## src/rtl/tt_trng_pkg.sv

```systemverilog
// tt_trng_pkg: shared definitions for the entropy collector.
//   - trng_state_t : collector FSM states (WARMUP, COLLECT, FAILED)
//   - WORD_W, FIFO_DEPTH, REP_LIMIT, WARMUP_BITS : default parameter values
package tt_trng_pkg;

    localparam int WORD_W      = 8;
    localparam int FIFO_DEPTH  = 4;
    localparam int REP_LIMIT   = 8;
    localparam int WARMUP_BITS = 16;

    typedef enum logic [1:0] {
        ST_WARMUP  = 2'd0,
        ST_COLLECT = 2'd1,
        ST_FAILED  = 2'd2
    } trng_state_t;

endpackage

```

## src/rtl/tt_sync_fifo.sv

```systemverilog
// tt_sync_fifo: single-clock FIFO with synchronous active-high reset.
//   clk, rst_n : clock, synchronous reset (active-high)
//   push, din  : write request and data; ignored when full unless a pop
//                happens on the same edge
//   pop        : read request; ignored when empty
//   dout       : head entry, forced to 0 while empty
//   full, empty, count : occupancy status
// Handshake: a push writes on the edge where push is high and the FIFO
// has room after any same-edge pop; a pop retires the head on the edge
// where pop is high and the FIFO is not empty.
// DEPTH must be a power of 2 (at least 2) so the pointers wrap naturally.
module tt_sync_fifo
    import tt_trng_pkg::*;
#(
    parameter int WIDTH = 8,
    parameter int DEPTH = 4
) (
    input  logic                     clk,
    input  logic                     rst_n,
    input  logic                     push,
    input  logic [WIDTH-1:0]         din,
    input  logic                     pop,
    output logic [WIDTH-1:0]         dout,
    output logic                     full,
    output logic                     empty,
    output logic [$clog2(DEPTH):0]   count
);

    localparam int AW = $clog2(DEPTH);
    localparam int CW = AW + 1;

    logic [WIDTH-1:0] mem [DEPTH];
    logic [AW-1:0]    wr_ptr;
    logic [AW-1:0]    rd_ptr;
    logic             do_push;
    logic             do_pop;

    assign full    = (count == CW'(DEPTH));
    assign empty   = (count == '0);
    assign do_pop  = pop && !empty;
    // A pop on the same edge frees the slot, so a push while full succeeds.
    assign do_push = push && (!full || do_pop);
    assign dout    = empty ? '0 : mem[rd_ptr];

    always_ff @(posedge clk) begin
        if (do_push) begin
            mem[wr_ptr] <= din;
        end
    end

    always_ff @(posedge clk) begin
        if (rst_n) begin
            wr_ptr <= '0;
            rd_ptr <= '0;
            count  <= '0;
        end else begin
            if (do_push) begin
                wr_ptr <= wr_ptr + AW'(1);
            end
            if (do_pop) begin
                rd_ptr <= rd_ptr + AW'(1);
            end
            case ({do_push, do_pop})
                2'b10:   count <= count + CW'(1);
                2'b01:   count <= count - CW'(1);
                default: count <= count;
            endcase
        end
    end

endmodule

```

## src/rtl/tt_entropy_collector.sv

```systemverilog
// tt_entropy_collector: assembles serial entropy bits into words, runs a
// repetition-count health test and buffers words in a small FIFO.
//   clk         : rising-edge clock
//   rst_n       : synchronous reset, active-high (despite the name)
//   bit_in      : serial random bit
//   bit_valid   : bit_in accepted on this edge when high
//   clear_fail  : pulse; clears overflow, and leaves FAILED for WARMUP
//   word_ready  : consumer accepts word_out
//   word_out    : FIFO head word (0 when empty)
//   word_valid  : FIFO not empty
//   fifo_count  : words held
//   health_fail : sticky repetition-test failure
//   overflow    : sticky, a completed word was dropped on a full FIFO
//   state       : current FSM state, for observation
// Handshake: a word transfers on every edge where word_valid and
// word_ready are both high; bits transfer on every edge with bit_valid.
module tt_entropy_collector
    import tt_trng_pkg::*;
#(
    parameter int WORD_W      = tt_trng_pkg::WORD_W,
    parameter int FIFO_DEPTH  = tt_trng_pkg::FIFO_DEPTH,
    parameter int REP_LIMIT   = tt_trng_pkg::REP_LIMIT,
    parameter int WARMUP_BITS = tt_trng_pkg::WARMUP_BITS
) (
    input  logic                          clk,
    input  logic                          rst_n,
    input  logic                          bit_in,
    input  logic                          bit_valid,
    input  logic                          clear_fail,
    input  logic                          word_ready,
    output logic [WORD_W-1:0]             word_out,
    output logic                          word_valid,
    output logic [$clog2(FIFO_DEPTH):0]   fifo_count,
    output logic                          health_fail,
    output logic                          overflow,
    output trng_state_t                   state
);

    localparam int BW  = $clog2(WORD_W);
    localparam int WMW = $clog2(WARMUP_BITS + 1);
    localparam int RW  = $clog2(REP_LIMIT + 1);

    trng_state_t       state_next;
    logic [BW-1:0]     bit_cnt;
    logic [WMW-1:0]    warm_cnt;
    logic [RW-1:0]     run_cnt;
    logic [RW-1:0]     run_inc;
    logic              last_bit;
    logic [WORD_W-1:0] asm_reg;
    logic [WORD_W-1:0] word_next;
    logic              accept;
    logic              fail_hit;
    logic              warm_done;
    logic              push;
    logic              pop;
    logic              fifo_full;
    logic              fifo_empty;

    assign word_valid = !fifo_empty;
    assign pop        = word_valid && word_ready;

    // Next-state and per-bit decisions.
    always_comb begin
        state_next = state;
        run_inc    = RW'(1);
        word_next  = {bit_in, asm_reg[WORD_W-1:1]};
        accept     = bit_valid && (state != ST_FAILED);
        fail_hit   = 1'b0;
        warm_done  = 1'b0;
        push       = 1'b0;

        // run_cnt == 0 means no bit seen since reset/clear: start a new run.
        if (run_cnt != '0 && bit_in == last_bit) begin
            run_inc = (run_cnt == RW'(REP_LIMIT)) ? run_cnt : run_cnt + RW'(1);
        end
        fail_hit = accept && (run_inc == RW'(REP_LIMIT));

        case (state)
            ST_WARMUP: begin
                warm_done = accept && (warm_cnt == WMW'(WARMUP_BITS - 1));
                if (fail_hit) begin
                    state_next = ST_FAILED;
                end else if (warm_done) begin
                    state_next = ST_COLLECT;
                end
            end
            ST_COLLECT: begin
                // A word whose last bit trips the health test is discarded.
                push = accept && !fail_hit && (bit_cnt == BW'(WORD_W - 1));
                if (fail_hit) begin
                    state_next = ST_FAILED;
                end
            end
            ST_FAILED: begin
                if (clear_fail) begin
                    state_next = ST_WARMUP;
                end
            end
            default: state_next = ST_WARMUP;
        endcase
    end

    always_ff @(posedge clk) begin
        if (rst_n) begin
            state <= ST_WARMUP;
        end else begin
            state <= state_next;
        end
    end

    always_ff @(posedge clk) begin
        if (rst_n) begin
            bit_cnt     <= '0;
            warm_cnt    <= '0;
            run_cnt     <= '0;
            last_bit    <= 1'b0;
            asm_reg     <= '0;
            health_fail <= 1'b0;
            overflow    <= 1'b0;
        end else begin
            // Clear has priority over a drop on the same edge.
            if (clear_fail) begin
                overflow <= 1'b0;
            end else if (push && fifo_full && !pop) begin
                overflow <= 1'b1;
            end

            if (state == ST_FAILED) begin
                if (clear_fail) begin
                    health_fail <= 1'b0;
                    run_cnt     <= '0;
                    warm_cnt    <= '0;
                end
            end else if (accept) begin
                last_bit <= bit_in;
                run_cnt  <= run_inc;
                if (fail_hit) begin
                    health_fail <= 1'b1;
                    asm_reg     <= '0;
                    bit_cnt     <= '0;
                    warm_cnt    <= '0;
                end else if (state == ST_WARMUP) begin
                    warm_cnt <= warm_done ? '0 : warm_cnt + WMW'(1);
                end else begin
                    asm_reg <= word_next;
                    bit_cnt <= (bit_cnt == BW'(WORD_W - 1)) ? '0 : bit_cnt + BW'(1);
                end
            end
        end
    end

    tt_sync_fifo #(
        .WIDTH (WORD_W),
        .DEPTH (FIFO_DEPTH)
    ) u_fifo (
        .clk   (clk),
        .rst_n (rst_n),
        .push  (push),
        .din   (word_next),
        .pop   (pop),
        .dout  (word_out),
        .full  (fifo_full),
        .empty (fifo_empty),
        .count (fifo_count)
    );

endmodule

```

## config.mk

```make
export PLATFORM = sky130hd
export DESIGN_NAME = tt_entropy_collector
export DESIGN_NICKNAME = d
export VERILOG_FILES = /design/src/rtl/tt_trng_pkg.sv /design/src/rtl/tt_sync_fifo.sv /design/src/rtl/tt_entropy_collector.sv
export SDC_FILE = /design/constraint.sdc
export NUM_CORES = 1
export LEC_CHECK = 0
export ABC_CLOCK_PERIOD_IN_PS = 3400
export CAP_MARGIN = 20
export CORE_AREA = 2 2 86 121
export CTS_BUF_LIST = sky130_fd_sc_hd__clkbuf_4 sky130_fd_sc_hd__clkbuf_8
export DETAILED_ROUTE_END_ITERATION = 16
export DIE_AREA = 0 0 88 123
export PLACE_DENSITY = 0.57
export SLEW_MARGIN = 30
export SYNTH_ARGS = -nofsm -noshare
export SYNTH_HDL_FRONTEND = slang
export SYNTH_SLANG_ARGS = --single-unit
```

## constraint.sdc

```tcl
create_clock -name clk -period 3.4 [get_ports clk]
set_input_delay 0.85 -clock clk [delete_from_list [all_inputs] [get_ports clk]]
set_output_delay 0.85 -clock clk [all_outputs]
set_load 0.02 [all_outputs]
```

==> results_dict.tcl <==
set metrics [dict create \
    num_vias 1874 \
    hold_viol 0 \
    fp.dieW_um 88 \
    p_per_area_nw_per_um2 417 \
    cp.arrival_ns 2.27 \
    num_antenna_cells 0 \
    seq_area_frac_synth_pct 56.4 \
    h-tree-depth 3 \
    min_period_ns 3.12 \
    crit_end "word_out[2]" \
    drtAntennaViolNets 0 \
    min_path_type "register to register" \
    outcome "finished, final reports clean" \
    path_cells "mux4_2, and2_1, clkdlybuf4s50_1" \
    reg2reg_depth 9 \
    rsz0062_at_grt "false" \
    slew_viol_final 0 \
    maxCapViolCount 0 \
    peakVddDrop_mv 0.205 \
    netlist_instances 235 \
    crit_path_end_kind "primary output" \
    clk_path_buf_depth 2 \
    synth_seq_cells 65 \
    drc 0 \
    insertion_delay_ns 0.33 \
    cts_tree "done" \
    grt_pass1_wl_um 9050 \
    p_total_mw 1.44 \
    antenna_found_initial 0 \
    critPathSlowestCell "dfxtp_1" \
    dieArea_sq_um 10800 \
    root_buffer "clkbuf_8" \
    core_sq_um 9740 \
    grt_max_degree 14 \
    synth_area_sq_um 2870 \
    rrSetupSlack_ns 0.69 \
    io_buffer_count 21 \
    wl_per_cell_um 13.2 \
    post-dp-hpwl_um 3990 \
    syn_area_per_cell_sq_um 12.2 \
    largest_register_ffs 32 \
    final_nets 284 \
    r2r-start "run_cnt[0]" \
    synth_edf_count 32 \
    post_cts_buffers 0 \
    seqCellArea_sq_um 1620 \
    initialDrtViolationCount 95 \
    max_freq_mhz 320 \
    final.setup_skew_ns 0.00832 \
    areaGrowthSynthToFinish_pct 20.3 \
    clk_pin_slew_ns 0.07 \
    synth_fp_nets 252 \
    cts_sinks 65 \
    tightest_slew_ns 0.685 \
    yosysWarnings 0 \
    crit-reg2reg-capture "u_fifo.count[2]" \
    cp.required_ns 2.55 \
    drt_wl_total_um 5370 \
    ys.flop_type "dfxtp_1" \
    drt-pass1-iter-count 4 \
    crit_fanout 8 \
    finalCritPeriodShare_pct 91.8 \
    grt_overflow 0 \
    start_util_pct 29.5 \
    leakagePower_nw 1.26 \
    grt_pass1_vias 1835 \
    drive_gt1_share_pct 15.4 \
    async_reset_ff_share_pct 0 \
    fillers 980 \
    cpPeakStageDelay_ns 0.67 \
    pin_count 22 \
    start_kind "register" \
    cts_buffers 9 \
    multiInputGateArea_sq_um 1180 \
    vias_per_cell 4.60 \
    cts_resized 0 \
    cts_hold_buffers 0 \
    place_ws_ns 0.155 \
    gp_congestion 0.803 \
    slew_headroom_pct 54.2 \
    fp.dieH_um 123 \
    crit_type "register to primary output" \
    track_usage_pct 11.1 \
    synthDistinctLibCells 46 \
    fin_hold_ws_ns 0.469 \
    worst_slack_ns 0.279 \
    setup_tns_ns 0 \
    final-setup-viol-count 0 \
    rows 43 \
]
## how the worst min path moves through the flow
stage | start | endpoint | slack (ns) | depth (start not counted)
3_3_place_gp | last_bit | last_bit | 0.46 | 2
5_1_grt | last_bit | last_bit | 0.50 | 2
2_1_floorplan | last_bit | last_bit | 0.45 | 2
4_1_cts | last_bit | last_bit | 0.47 | 2
3_5_place_dp | last_bit | last_bit | 0.46 | 2
6_report | last_bit | last_bit | 0.47 | 2
## synthesized netlist by cell type (all sizes together) (3+ instances only)
cell,n,share of area [%]
nor2b,5,1.1
clkbuf,7,0.91
nand3b,3,0.78
and2,14,3.0
nand2,12,1.6
nor2,28,3.7
edfxtp,32,33
a22oi,11,2.9
nand2b,3,0.65
a21oi,13,2.4
a211oi,4,1.0
ha,10,4.4
mux4,8,6.3
o21ai,5,0.87
mux2i,3,1.0
inv,8,1.0
xor2,3,0.91
dfxtp,33,23
## final cells by class
| type | instances | share of cell area (%) |
|---|---|---|
| Sequential cell | 65 | 46.9 |
| Multi-Input combinational cell | 153 | 34.1 |
| Timing Repair Buffer | 30 | 8.04 |
| Tap cell | 135 | 4.89 |
| Clock buffer | 9 | 3.58 |
| Clock inverter | 7 | 1.59 |
| Inverter | 8 | 0.869 |
## cell usage in the layout (no fill, tap or decap), types with 3 or more instances in the layout
master,netlist,final
nand2b_1,3,3
a22oi_1,11,11
o21ai_0,5,5
dfxtp_1,33,33
a21oi_1,12,12
nand3b_1,3,3
buf_4,0,9
nor2_1,27,27
mux2i_1,3,3
clkbuf_8,0,9
edfxtp_1,32,32
nand2_1,12,12
mux4_2,8,8
clkdlybuf4s50_1,0,21
a211oi_1,4,4
inv_1,8,8
xor2_1,3,3
ha_1,10,10
nor2b_1,5,5
and2_1,14,14
## worst max-delay path: cells and delay by family (launching register included)
kind	cells	cell delay [ns]
buf+inv	1	0.53
flops	1	0.67
mux	1	0.57
simple gates	1	0.17
## metrics by stage
| stage | instances | area, sq um | util (%) |
|---|---|---|---|
| after global routing | 407 | 3460 | 35.5 |
| after detailed placement | 391 | 3280 | 33.7 |
| after floorplan | 235 | 2870 | - |
| after CTS | 407 | 3460 | 35.5 |
| after global placement | 391 | 3280 | 33.7 |
| final | 407 | 3460 | 35.5 |
## metal layers
layer  track usage (%)  vias up  part of all wire [%]
li1                  -      939                     -
met1              13.1      895                    43
met2              19.0       36                    52
met3              3.00        4                   3.6
met4              4.04        0                   1.1
met5                 0        -                     0
## where the power goes
group	internal, mW	switching, mW	leakage (nW)
clock network	0.270	0.306	0.0862
registers	0.817	0.00374	0.628
logic	0.0196	0.0257	0.542
## cell families (layout without fill, tap and decap cells)
logic type | after synthesis | after routing | synth area share (%)
and+or+nand+nor | 80 | 80 | 15.5
AOI/OAI and AO/OA | 45 | 45 | 11.1
DFF | 65 | 65 | 56.4
xor gates and xnor gates | 4 | 4 | 1.22
muxes | 13 | 13 | 8.23
buffers and inverters | 17 | 54 | 2.53
adders and majority gates | 11 | 11 | 5.05
No activity file was read; power rests on OpenSTA's default activity.
